<file path="config.mk">
export PLATFORM = sky130hd
export DESIGN_NAME = replay_buffer_seq
export DESIGN_NICKNAME = d
export VERILOG_FILES = /design/src/rtl/replay_pkg.sv /design/src/rtl/replay_mem.sv /design/src/rtl/replay_buffer_seq.sv
export SDC_FILE = /design/constraint.sdc
export NUM_CORES = 1
export LEC_CHECK = 0
export ABC_AREA = 1
export CAP_MARGIN = 40
export CORE_MARGIN = 5
export CORE_UTILIZATION = 30
export CTS_BUF_LIST = sky130_fd_sc_hd__clkbuf_8
export DETAILED_ROUTE_END_ITERATION = 8
export DONT_BUFFER_PORTS = 1
export PLACE_DENSITY = 0.45
export SETUP_SLACK_MARGIN = 0.4
export SLEW_MARGIN = 20
export SYNTH_ARGS = -nofsm -noshare
export SYNTH_HDL_FRONTEND = slang
export SYNTH_SLANG_ARGS = --single-unit
</file>
<file path="constraint.sdc">
create_clock -name clk -period 20.9 [get_ports clk]
set_input_delay 4.18 -clock clk [delete_from_list [all_inputs] [get_ports clk]]
set_output_delay 4.18 -clock clk [all_outputs]
set_load 0.01 [all_outputs]
</file>
<file path="src/rtl/replay_pkg.sv">
// Shared definitions for the sequence-numbered replay buffer.
//   ST_IDLE / ST_REPLAY : replay FSM state encoding
//   DLLP_ACK / DLLP_NAK : value of dllp_is_nak for each DLLP type
//   DEF_DATA_W / DEF_SEQ_W : default TLP and sequence-number widths
//   clog2()             : constant-foldable ceiling log2
package replay_pkg;

  localparam int unsigned DEF_DATA_W = 128;
  localparam int unsigned DEF_SEQ_W  = 12;

  localparam logic [0:0] ST_IDLE   = 1'b0;
  localparam logic [0:0] ST_REPLAY = 1'b1;

  localparam logic DLLP_ACK = 1'b0;
  localparam logic DLLP_NAK = 1'b1;

  function automatic int unsigned clog2(input int unsigned v);
    int unsigned r;
    r = 0;
    for (int unsigned i = 0; i < 32; i++) begin
      if ((32'd1 << i) < v) r = i + 1;
    end
    return r;
  endfunction

endpackage

</file>
<file path="src/rtl/replay_mem.sv">
// Replay storage: 2**DEPTH_LOG2 x WIDTH register array.
//   clk     : write clock
//   i_we    : write enable
//   i_waddr : write address
//   i_wdata : write data ({seq, tlp})
//   i_raddr : read address (combinational read)
//   o_rdata : read data
module replay_mem #(
  parameter int unsigned DEPTH_LOG2 = 3,
  parameter int unsigned WIDTH      = 140
) (
  input  logic                  clk,
  input  logic                  i_we,
  input  logic [DEPTH_LOG2-1:0] i_waddr,
  input  logic [WIDTH-1:0]      i_wdata,
  input  logic [DEPTH_LOG2-1:0] i_raddr,
  output logic [WIDTH-1:0]      o_rdata
);

  localparam int unsigned DEPTH = 2 ** DEPTH_LOG2;

  logic [WIDTH-1:0] r_mem [DEPTH];

  always_ff @(posedge clk) begin
    if (i_we) r_mem[i_waddr] <= i_wdata;
  end

  assign o_rdata = r_mem[i_raddr];

endmodule

</file>
<file path="src/rtl/replay_buffer_seq.sv">
// Sequence-numbered TLP replay buffer. Holds CRC-protected TLPs until ACKed,
// purges on ACK/NAK, replays on NAK or replay-timer expiry, and pulses
// retrain_req when MAX_REPLAY replays happen without forward progress.
//   clk, rst                     : clock, synchronous active-high reset
//   in_valid/in_ready/in_data    : TLP input from CRC stage
//   tx_valid/tx_ready/tx_data    : entry presented to link transmitter
//   tx_seq                       : sequence number of presented entry
//   dllp_valid/dllp_is_nak       : ACK/NAK strobe and type
//   dllp_seq                     : AckNak_Seq_Num
//   replay_active                : buffer is replaying
//   retrain_req                  : one-cycle replay-limit pulse
//   occupancy                    : entries held (sent or unsent, unacked)
//   next_seq                     : seq for next accepted TLP
module replay_buffer_seq
  import replay_pkg::*;
#(
  parameter int unsigned DATA_W         = DEF_DATA_W,
  parameter int unsigned DEPTH_LOG2     = 3,
  parameter int unsigned SEQ_W          = DEF_SEQ_W,
  parameter int unsigned TIMER_W        = 16,
  parameter int unsigned REPLAY_TIMEOUT = 1024,
  parameter int unsigned MAX_REPLAY     = 4
) (
  input  logic                  clk,
  input  logic                  rst,
  input  logic                  in_valid,
  output logic                  in_ready,
  input  logic [DATA_W-1:0]     in_data,
  output logic                  tx_valid,
  input  logic                  tx_ready,
  output logic [DATA_W-1:0]     tx_data,
  output logic [SEQ_W-1:0]      tx_seq,
  input  logic                  dllp_valid,
  input  logic                  dllp_is_nak,
  input  logic [SEQ_W-1:0]      dllp_seq,
  output logic                  replay_active,
  output logic                  retrain_req,
  output logic [DEPTH_LOG2:0]   occupancy,
  output logic [SEQ_W-1:0]      next_seq
);

  localparam int unsigned DEPTH = 2 ** DEPTH_LOG2;
  localparam int unsigned PTR_W = DEPTH_LOG2 + 1;
  localparam int unsigned RN_W  = clog2(MAX_REPLAY) + 1;

  logic [PTR_W-1:0]   r_head, r_txp, r_tail, r_replay_end;
  logic [SEQ_W-1:0]   r_next_seq;
  logic [TIMER_W-1:0] r_timer;
  logic [RN_W-1:0]    r_replay_num;
  logic [0:0]         r_state;
  logic               r_retrain;

  logic [PTR_W-1:0]        w_occ, w_sent, w_head_nxt, w_txp_adv;
  logic [SEQ_W-1:0]        w_head_seq, w_n;
  logic [SEQ_W+DATA_W-1:0] w_rd;
  logic [RN_W-1:0]         w_rn_base;
  logic w_replay, w_in_ready, w_wr, w_tx_valid, w_tx_hs;
  logic w_purge, w_nak_replay, w_timeout, w_start, w_rn_limit;
  logic w_txp_pass, w_replay_done;

  replay_mem #(
    .DEPTH_LOG2 (DEPTH_LOG2),
    .WIDTH      (SEQ_W + DATA_W)
  ) u_mem (
    .clk     (clk),
    .i_we    (w_wr),
    .i_waddr (r_tail[DEPTH_LOG2-1:0]),
    .i_wdata ({r_next_seq, in_data}),
    .i_raddr (r_txp[DEPTH_LOG2-1:0]),
    .o_rdata (w_rd)
  );

  assign w_occ      = r_tail - r_head;
  assign w_sent     = r_txp - r_head;
  assign w_replay   = (r_state == ST_REPLAY);
  assign w_in_ready = ~rst & (w_occ < PTR_W'(DEPTH)) & ~w_replay;
  assign w_wr       = in_valid & w_in_ready;
  assign w_tx_valid = (r_txp != r_tail);
  assign w_tx_hs    = w_tx_valid & tx_ready;
  assign w_txp_adv  = r_txp + PTR_W'(w_tx_hs);

  // Held sequence numbers are contiguous, so the head's seq follows from
  // next_seq and occupancy without a second memory read port.
  assign w_head_seq = r_next_seq - SEQ_W'(w_occ);
  assign w_n        = dllp_seq - w_head_seq + SEQ_W'(1);
  assign w_purge    = dllp_valid & (w_n != '0) & (w_n <= SEQ_W'(w_sent));
  assign w_head_nxt = w_purge ? (r_head + w_n[PTR_W-1:0]) : r_head;

  // NAK replays whatever is still outstanding after its purge; an entry
  // handshaken this same cycle counts as outstanding and is resent.
  assign w_nak_replay = dllp_valid & (dllp_is_nak == DLLP_NAK) &
                        (w_txp_adv != w_head_nxt);
  assign w_timeout    = (r_timer == TIMER_W'(REPLAY_TIMEOUT - 1)) &
                        (w_sent != '0) & ~w_purge;
  assign w_start      = ~w_replay & (w_nak_replay | w_timeout);

  assign w_rn_base  = w_purge ? '0 : r_replay_num;
  assign w_rn_limit = (w_rn_base == RN_W'(MAX_REPLAY - 1));

  // Offsets are taken relative to the old head so wrap is handled.
  assign w_txp_pass    = w_purge & ((w_head_nxt - r_head) > (w_txp_adv - r_head));
  assign w_replay_done = w_replay &
                         ((w_tx_hs & (w_txp_adv == r_replay_end)) |
                          (w_purge & (w_head_nxt == r_replay_end)));

  always_ff @(posedge clk) begin
    if (rst) begin
      r_head       <= '0;
      r_txp        <= '0;
      r_tail       <= '0;
      r_replay_end <= '0;
      r_next_seq   <= '0;
      r_timer      <= '0;
      r_replay_num <= '0;
      r_state      <= ST_IDLE;
      r_retrain    <= 1'b0;
    end else begin
      r_head <= w_head_nxt;

      if (w_wr) begin
        r_tail     <= r_tail + 1'b1;
        r_next_seq <= r_next_seq + 1'b1;
      end

      if (w_start) begin
        r_replay_end <= w_txp_adv;
        r_txp        <= w_head_nxt;
        r_state      <= ST_REPLAY;
      end else begin
        r_txp <= w_txp_pass ? w_head_nxt : w_txp_adv;
        if (w_replay_done) r_state <= ST_IDLE;
      end

      if (w_replay | w_start | w_purge | (w_sent == '0)) r_timer <= '0;
      else                                               r_timer <= r_timer + 1'b1;

      if (w_start) r_replay_num <= w_rn_limit ? '0 : (w_rn_base + 1'b1);
      else         r_replay_num <= w_rn_base;

      r_retrain <= w_start & w_rn_limit;
    end
  end

  assign in_ready      = w_in_ready;
  assign tx_valid      = w_tx_valid;
  assign tx_seq        = w_rd[SEQ_W+DATA_W-1:DATA_W];
  assign tx_data       = w_rd[DATA_W-1:0];
  assign replay_active = w_replay;
  assign retrain_req   = r_retrain;
  assign occupancy     = w_occ;
  assign next_seq      = r_next_seq;

endmodule

</file>
==> results of run 1 <==
## worst reg2reg max path: cells and delay by family (launching register included)
| family | cells | cell delay (ns) |
|---|---|---|
| adder cells (fa/ha/maj) | 7 | 2.50 |
| AO/OA/AOI/OAI | 5 | 0.75 |
| buffers and inverters | 5 | 0.57 |
| flip-flops | 1 | 0.48 |
| AND/OR/NAND/NOR | 17 | 1.76 |
| XOR/XNOR | 2 | 0.65 |
## cell families (layout without fill, tap and decap cells)
family          after synthesis  count (layout)
compound gates              907             907
xor+xnor                     33              33
fa+ha+maj                    56              56
buf+inv                     338             527
flops                      1169            1169
other cells                   0               2
simple gates               1300            1300
## layout make-up
cell class | count | share of cell area [%]
sequential | 1169 | 65.0
multi-input combinational | 2296 | 21.1
clock buffer | 205 | 5.30
tap | 2058 | 4.83
clock inverter | 151 | 1.56
timing repair buffer | 57 | 1.35
inverter | 114 | 0.846
antenna | 2 | 0.00939
## per-stage QoR
step,power [mW],hold WS (ns),instances,instance area (um2)
after floorplan,3.22,0.418,3803,47100
after global placement,3.45,0.429,5680,49300
after detailed placement,3.45,0.440,5691,49500
after CTS,5.40,0.450,6047,53200
after global routing,5.58,0.469,6051,53300
final,5.30,0.447,6052,53300
## synth_stat cells, drive strengths merged, types with 9 or more instances
cell type and number:
nand2 161, o22ai 140, a31oi 142, nor3 18, xnor2 21, buf 27
nand3 53, nand4 14, clkbuf 197, nor2 1040, dfxtp 49, inv 113
xor2 12, a21oi 41, o21ai 579, ha 47, edfxtp 1120, fa 9
## where the power goes
part,switching (mW),internal [mW]
clock network,0.932,0.983
logic,0.552,0.203
registers,0.0235,2.61
total,1.51,3.80
## metal layers
metal | track usage [%] | share of wire, % | up-vias
met5 | 0 | 0 | -
met4 | 4.67 | 2.3 | 0
met3 | 4.47 | 6.3 | 189
met2 | 24.5 | 48 | 564
met1 | 18.6 | 43 | 14400
li1 | - | - | 13800
## state kept, by name, indices dropped and copies added (netlist names)
register	cells
r_replay_num	3
replay_active	1
r_head	4
retrain_req	1
r_timer	16
r_replay_end	4
u_mem.r_mem	1120
r_txp	4
r_tail	4
next_seq	12
## path summary, 6_finish.rpt
path | start | endpoint | slack, ns
setup / recovery | r_txp[0]$_SDFF_PP0_ | tx_data[110] | 12.02
hold / removal | r_timer[0]$_SDFF_PP0_ | r_timer[0]$_SDFF_PP0_ | 0.45
setup reg to reg | r_head[1]$_SDFF_PP0_ | r_txp[0]$_SDFF_PP0_ | 14.11
hold reg to reg | r_timer[0]$_SDFF_PP0_ | r_timer[0]$_SDFF_PP0_ | 0.45
==> flow_summary.toml, run 1 <==
[status]
status = "finished, final reports clean"

[sta]
worst_slack_ns = 12.02
finalSetupTns_ns = 0
worstMarginPinSlew_ns = 1.08
min_period_over_period_pct = 42.5
fin_crit_ns = 8.88
hold_viol = 0
skew_ns = 0.0324
maxSlewHeadroom_pct = 28.1
rsz0062_at_grt = "false"
timing.fmax_mhz = 113
finalSetupViolations = 0
slew_violations = 0

[global_route]
grt_start_max_net_pins = 198
grt_pass1_vias = 28700
overflow = 0
grt_pass1_wl_um = 185000
antenna_found_initial = 1
grt_use_total_pct = 14.8

[yosys]
synth_compound_area_share_pct = 10.5
synth-edff-count = 1120
synth_top_area_cell = "edfxtp_1"
ys_seq_elements = 1169
ys.flop_type = "edfxtp_1"
synth-xor-area-share_pct = 0.614
synth_area_leaders = "edfxtp_1 (71%), nor2_1 (8.2%), o21ai_0 (6.1%)"
synth_adder_area_share_pct = 1.63
synth_top_family_by_area = "simple AND/OR/NAND/NOR gates"
yosys.area_share.simple_pct = 11.0
ys_seq_area_share_pct = 73.5
synth.cell_area_um2 = 47100
async_flop_share_pct = 0
ys_types = 44
syn_nets = 4005
yosysWarningCount = 0
syn_avg_cell_area_um2 = 12.4
synthCells = 3803
synth_top_area_share_pct = 71.4
synth_mux_area_share_pct = 0

[layout]
layout_common_cells = "edfxtp_1 (1120), nor2_1 (1026), o21ai_0 (578)"
fin_util_pct = 34.1
multi_input_area_um2 = 11200
area_delta_synth_final_pct = 13.1
nets = 4041
nFillCells = 15400
final_common_cell = "edfxtp_1"
final-seq-area_um2 = 34600
drive_above_1_share_pct = 8.87

[die]
rows = 145
initial_core_util_pct = 30.2
die_x_um = 406
fp.dieH_um = 406
io_pins = 306
die_area_um2 = 165000
core_area_um2 = 156000

[clock_network]
cts_buffer_depth = 3
clk_pin_slew_ns = 0.05
h-tree-depth = 4
cts_setup_buffers = 0
cts_tree = "done"
cts_root_buffer = "clkbuf_8"
hold_buffers = 0
cts_made_buffers = 201
clk_latency_ns = 0.91
ctsResizeCount = 0
clkSinkCount = 1169

[min_path]
hp-class = "register to register"
hold_depth = 1

[drt]
ant_nets = 0
finalWirelength_um = 125000
vias = 28900
firstDrtPassIters = 7
wl_per_cell_um = 20.7
drt_iter0_drc = 1952
vias_per_cell = 4.78
drc_errors = 0

[critical_path]
rr_worst_depth = 36
critPathCaptureType = "output port"
worstSetupPathType = "register to output port"
path_cells = "buf_4 -> buf_4 -> buf_4 -> buf_16 -> o21ai_0 -> o22ai_1 -> nor2_1 -> a31oi_1"
worst_path_most_repeated_cell = "buf_4"
crit_cells = 8
cp.arrival_ns = 4.70
critPathMaxFanout = 65
path_delay_family = "buffers and inverters"
crit_slowest_cell = "dfxtp_4"
start_kind = "register"
cp_slowest_stage_delay_ns = 0.75
worstPathBufferInverterCount = 4
worstPathRequired_ns = 16.72

[power]
power.leakage_nw = 17.7
powerDensity_nw_per_um2 = 99.5
max-vdd-ir-drop_uv = 51.8

[place]
place.gp.congestion = 0.791
hpwlAfterDp_um = 65300
pre_cts_ws_ns = 11.78
port-buffer-count = 0

[flow_run]
cap_violations = 0
Power figures use the tool's default switching activity.
==> run 2: changes to the inputs <==
PLACE_DENSITY = 0.46   (was 0.45)
clock period = 7.9 ns   (was 20.9 ns; I/O delays follow)
==> run 2 against run 1 <==
Final cell count hardly changed. Critical path type is now register to register. Combinational power grew to 2.7 times the previous value. Highest routed layer unchanged. Global-route usage is 0.12 points higher. Clock skew is 0.035 ns higher. Die area stayed put. Clock power grew to 2.6 times the previous value. Critical path depth is 27 higher. Register-to-register slack worse by 13 ns. Setup slack worse by 11 ns. Sequential cell count stayed put. Via count is 0.31% higher. Worst hold slack worse by 0.0040 ns. Largest cell class unchanged.
==> flow_summary.toml, run 2 (synthesis results as in run 1) <==
[status]
status = "finished, final reports clean"

[min_path]
hp-class = "register to register"
min_from = "r_timer[0]$_SDFF_PP0_"

[layout]
area_delta_synth_final_pct = 12.9
nets = 4034
largest_reg_flops = 1120
drive_above_1_share_pct = 8.80
top_register = "u_mem.r_mem"
fin_area_um2 = 53200
layout_common_cells = "edfxtp_1 (1120), nor2_1 (1026), o21ai_0 (578)"
fin_util_pct = 34.0
final_common_cell = "edfxtp_1"

[drt]
drt_iter0_drc = 1584
wl_per_cell_um = 20.8
dr_wl_met3_um = 8240
routed.top_layer = "met4"
finalWirelength_um = 126000
ant_nets = 0
wirelength_met1_um = 54100
vias_per_cell = 4.80
drc_errors = 0
wl_met2_um = 60600
vias = 29000
firstDrtPassIters = 5

[sta]
finalSetupViolations = 0
slew_violations = 0
fin_crit_ns = 6.61
worst_slack_ns = 1.29
skew_ns = 0.0671
rsz0062_at_grt = "false"
worstMarginPinSlew_ns = 1.08
min_period_over_period_pct = 83.6
timing.fmax_mhz = 151
maxSlewHeadroom_pct = 28.0
fin_hold_ws_ns = 0.443
hold_viol = 0

[critical_path]
worst_path_most_repeated_cell = "nand2_1"
worstPathRequired_ns = 8.71
start_kind = "register"
crit_slowest_cell = "fa_1"
critPathCaptureType = "register"
cp.arrival_ns = 7.42
cp_slowest_stage_delay_ns = 0.51
worstSetupPathType = "register to register"
critPathMaxFanout = 8
crit_start = "r_head[1]$_SDFF_PP0_"
r2r-start = "r_head[1]$_SDFF_PP0_"

[global_route]
grt_pass1_wl_um = 186000
antenna_found_initial = 3
grt_use_total_pct = 14.9
grt_start_max_net_pins = 197
grt_pass1_vias = 28800
overflow = 0

[clock_network]
h-tree-depth = 4
cts_setup_buffers = 0
clk_latency_ns = 0.92
hold_buffers = 0
clk_pin_slew_ns = 0.06
cts_buffer_depth = 3
cts_root_buffer = "clkbuf_8"
cts_made_buffers = 201
ctsResizeCount = 0
clkSinkCount = 1169
cts_tree = "done"

[die]
io_pins = 306
die_x_um = 406
fp.dieH_um = 406
die_area_um2 = 165000
initial_core_util_pct = 30.2
core_area_um2 = 156000
rows = 145

[power]
powerDensity_nw_per_um2 = 262
totalPowerFinal_mw = 14.0
max-vdd-ir-drop_uv = 158
power.leakage_nw = 17.7

[flow_run]
cap_violations = 0

[place]
pre_cts_ws_ns = 1.25
placed_cell_area_um2 = 49500
hpwlAfterDp_um = 65300
place.gp.congestion = 0.764
port-buffer-count = 0
run 2: layout make-up:
type	count	area, um2
Antenna cell	5	12.5
Clock buffer	208	2860
Clock inverter	151	754
Fill cell	15400	103000
Inverter	114	450
Multi-Input combinational cell	2296	11300
Sequential cell	1169	34600
Tap cell	2058	2570
Timing Repair Buffer	50	636
run 2: final timing paths:
check                           slack (ns)               endpoint  cells after the start
worst min-delay path                  0.44  r_timer[0]$_SDFF_PP0_                      1
worst min register to register        0.44  r_timer[0]$_SDFF_PP0_                      1
worst max-delay path                  1.29    r_txp[1]$_SDFF_PP0_                     35
worst max register to register        1.29    r_txp[1]$_SDFF_PP0_                     35
run 2: through the flow:
step | setup TNS (ns) | std cells
final | 0 | 6051
after global routing | 0 | 6051
after CTS | 0 | 6046
after detailed placement | 0 | 5687
after global placement | 0 | 5682
after floorplan | -339.76 | 3803
run 2: layer usage:
metal / global-route usage [%] / vias to the layer above
met4: 4.28 / 0
met3: 4.62 / 202
met1: 18.7 / 14400
met5: 0 / -
met2: 24.9 / 576
li1: - / 13800
run 2: worst max-delay path: cells and delay by family, from the launching register on:
family	cells	cell delay (ns)
adders and majority gates	6	2.31
and+or+nand+nor	17	1.87
AOI/OAI and AO/OA	7	0.99
xor gates and xnor gates	2	0.60
DFF	1	0.42
buffers and inverters	3	0.35
run 2: power breakdown:
part	switching, mW	internal (mW)	leakage [nW]
clock network	2.47	2.51	2.12
logic	1.48	0.537	5.04
registers	0.0564	6.90	10.5
==> run 3: changes to the inputs <==
PLACE_DENSITY = 0.45   (was 0.46)
clock period = 6.45 ns   (was 7.9 ns; I/O delays follow)
==> run 3 against run 2 <==
Non-clock buffer count increased by 11. Final cell count increased by 0.13%. Sequential power increased by 22%. Total power increased by 22%. Global-route usage about the same. Routed wire length increased by 0.33%. Combinational power increased by 25%. Via count decreased by 0.19%. Sequential share of layout area decreased by 0.39 points. Largest cell class unchanged. Highest routed layer unchanged.
==> flow_summary.toml, run 3 (synthesis results as in run 1) <==
[status]
status = "finished, final reports clean"

[drt]
firstDrtPassIters = 7
ant_nets = 0
drc_errors = 0
finalWirelength_um = 126000
vias_per_cell = 4.78
vias = 29000
drt_iter0_drc = 1774
wl_per_cell_um = 20.8

[die]
core_area_um2 = 156000
initial_core_util_pct = 30.2
rows = 145
die_area_um2 = 165000
fp.dieH_um = 406
io_pins = 306
die_x_um = 406

[critical_path]
crit_start = "r_tail[0]$_SDFFE_PP0P_"
path_delay_family = "adder cells"
worstPathBufferInverterCount = 6
worstPathRequired_ns = 7.24
cp.arrival_ns = 6.51
worstSetupPathType = "register to register"
r2r-start = "r_tail[0]$_SDFFE_PP0P_"
crit_slowest_cell = "fa_1"
cp_slowest_stage_delay_ns = 0.60
critPathMaxFanout = 7
r2r-end = "r_txp[0]$_SDFF_PP0_"
start_kind = "register"
worst_path_most_repeated_cell = "nand2_1"
critPathCaptureType = "register"
rr_worst_depth = 38
r2r_slack_ns = 0.73

[clock_network]
cts_root_buffer = "clkbuf_8"
cts_tree = "done"
hold_buffers = 0
clk_latency_ns = 0.91
clkSinkCount = 1169
clk_pin_slew_ns = 0.06
cts_made_buffers = 201
h-tree-depth = 4
cts_buffer_depth = 3

[power]
powerDensity_nw_per_um2 = 319
power.leakage_nw = 17.8
totalPowerFinal_mw = 17.1
max-vdd-ir-drop_uv = 188

[sta]
worstMarginPinSlew_ns = 1.16
finalSetupTns_ns = 0
maxSlewHeadroom_pct = 22.5
timing.fmax_mhz = 175
skew_ns = 0.0508
finalSetupViolations = 0
fin_crit_ns = 5.72
worst_slack_ns = 0.727
slew_violations = 0
hold_viol = 0
min_period_over_period_pct = 88.7
rsz0062_at_grt = "false"

[min_path]
min_from = "r_timer[0]$_SDFF_PP0_"
whs_endpoint = "r_timer[0]$_SDFF_PP0_"
hp-class = "register to register"
hold_depth = 1

[global_route]
grt_use_total_pct = 14.9
overflow = 0
grt_start_max_net_pins = 202
busiest_layer = "met2"
grt_pass1_vias = 29000
use_met1_pct = 19.1
grt_pass1_wl_um = 187000
grt_use_met2_pct = 24.7
antenna_found_initial = 2
grt_use_met3_pct = 4.51

[layout]
layout_common_cells = "edfxtp_1 (1120), nor2_1 (1024), o21ai_0 (573)"
largest_reg_flops = 1120
fin_util_pct = 34.3
final_common_cell = "edfxtp_1"
nets = 4045
top_register = "u_mem.r_mem"
nFillCells = 15400
drive_above_1_share_pct = 10.0
area_delta_synth_final_pct = 13.6

[place]
place.gp.congestion = 0.780
port-buffer-count = 0
pre_cts_ws_ns = 0.121
hpwlAfterDp_um = 63800

[flow_run]
cap_violations = 0
[run 3: worst reg2reg max path, delay by kind of cell, from the launching register on]
kind / cells / cell delay, ns
AO/OA/AOI/OAI: 5 / 0.70
XOR/XNOR: 2 / 0.38
buffers and inverters: 6 / 0.36
adder cells (fa/ha/maj): 8 / 2.35
AND/OR/NAND/NOR: 17 / 1.48
flip-flops: 1 / 0.36
[run 3: how the worst max path moves through the flow]
stage	cells after the start	to
3_5_place_dp	38	r_txp[0]$_SDFF_PP0_
5_1_grt	38	r_txp[0]$_SDFF_PP0_
6_report	38	r_txp[0]$_SDFF_PP0_
3_3_place_gp	35	r_txp[0]$_SDFF_PP0_
4_1_cts	37	r_txp[0]$_SDFF_PP0_
2_1_floorplan	11	u_mem.r_mem[6][0]$_DFFE_PP_
[run 3: where the power goes]
part	internal, mW	leakage (nW)	switching [mW]
Sequential	8.46	10.5	0.0508
Combinational	0.669	5.14	1.84
Clock	3.02	2.10	3.05
[run 3: per-stage QoR]
step	cells	cell area (um2)	hold slack, ns
after floorplan	3803	47200	0.418
after global placement	5689	49600	0.433
after detailed placement	5690	49700	0.442
after CTS	6049	53300	0.286
after global routing	6059	53500	0.337
final	6059	53500	0.448
[run 3: cell type report]
type,instances,area (um2),share of cell area (%)
Antenna cell,2,5.00,0.00935
Clock buffer,203,2790,5.22
Clock inverter,156,785,1.47
Inverter,114,450,0.842
Multi-Input combinational cell,2296,11500,21.4
Sequential cell,1169,34600,64.7
Tap cell,2058,2570,4.81
Timing Repair Buffer,61,820,1.53
[run 3: layer usage]
metal  up-vias  routed length (um)
met5         -                   0
met4         0                2620
met3       188                8020
met2       564               60200
met1     14400               55300
li1      13800                   -
[run 3: repair_timing]
action,CTS,global route
pin swaps,1,13
endpoints found under the setup margin,4,4
resized for setup,7,40
buffers inserted,0,7
endpoints found under the hold margin,0,0
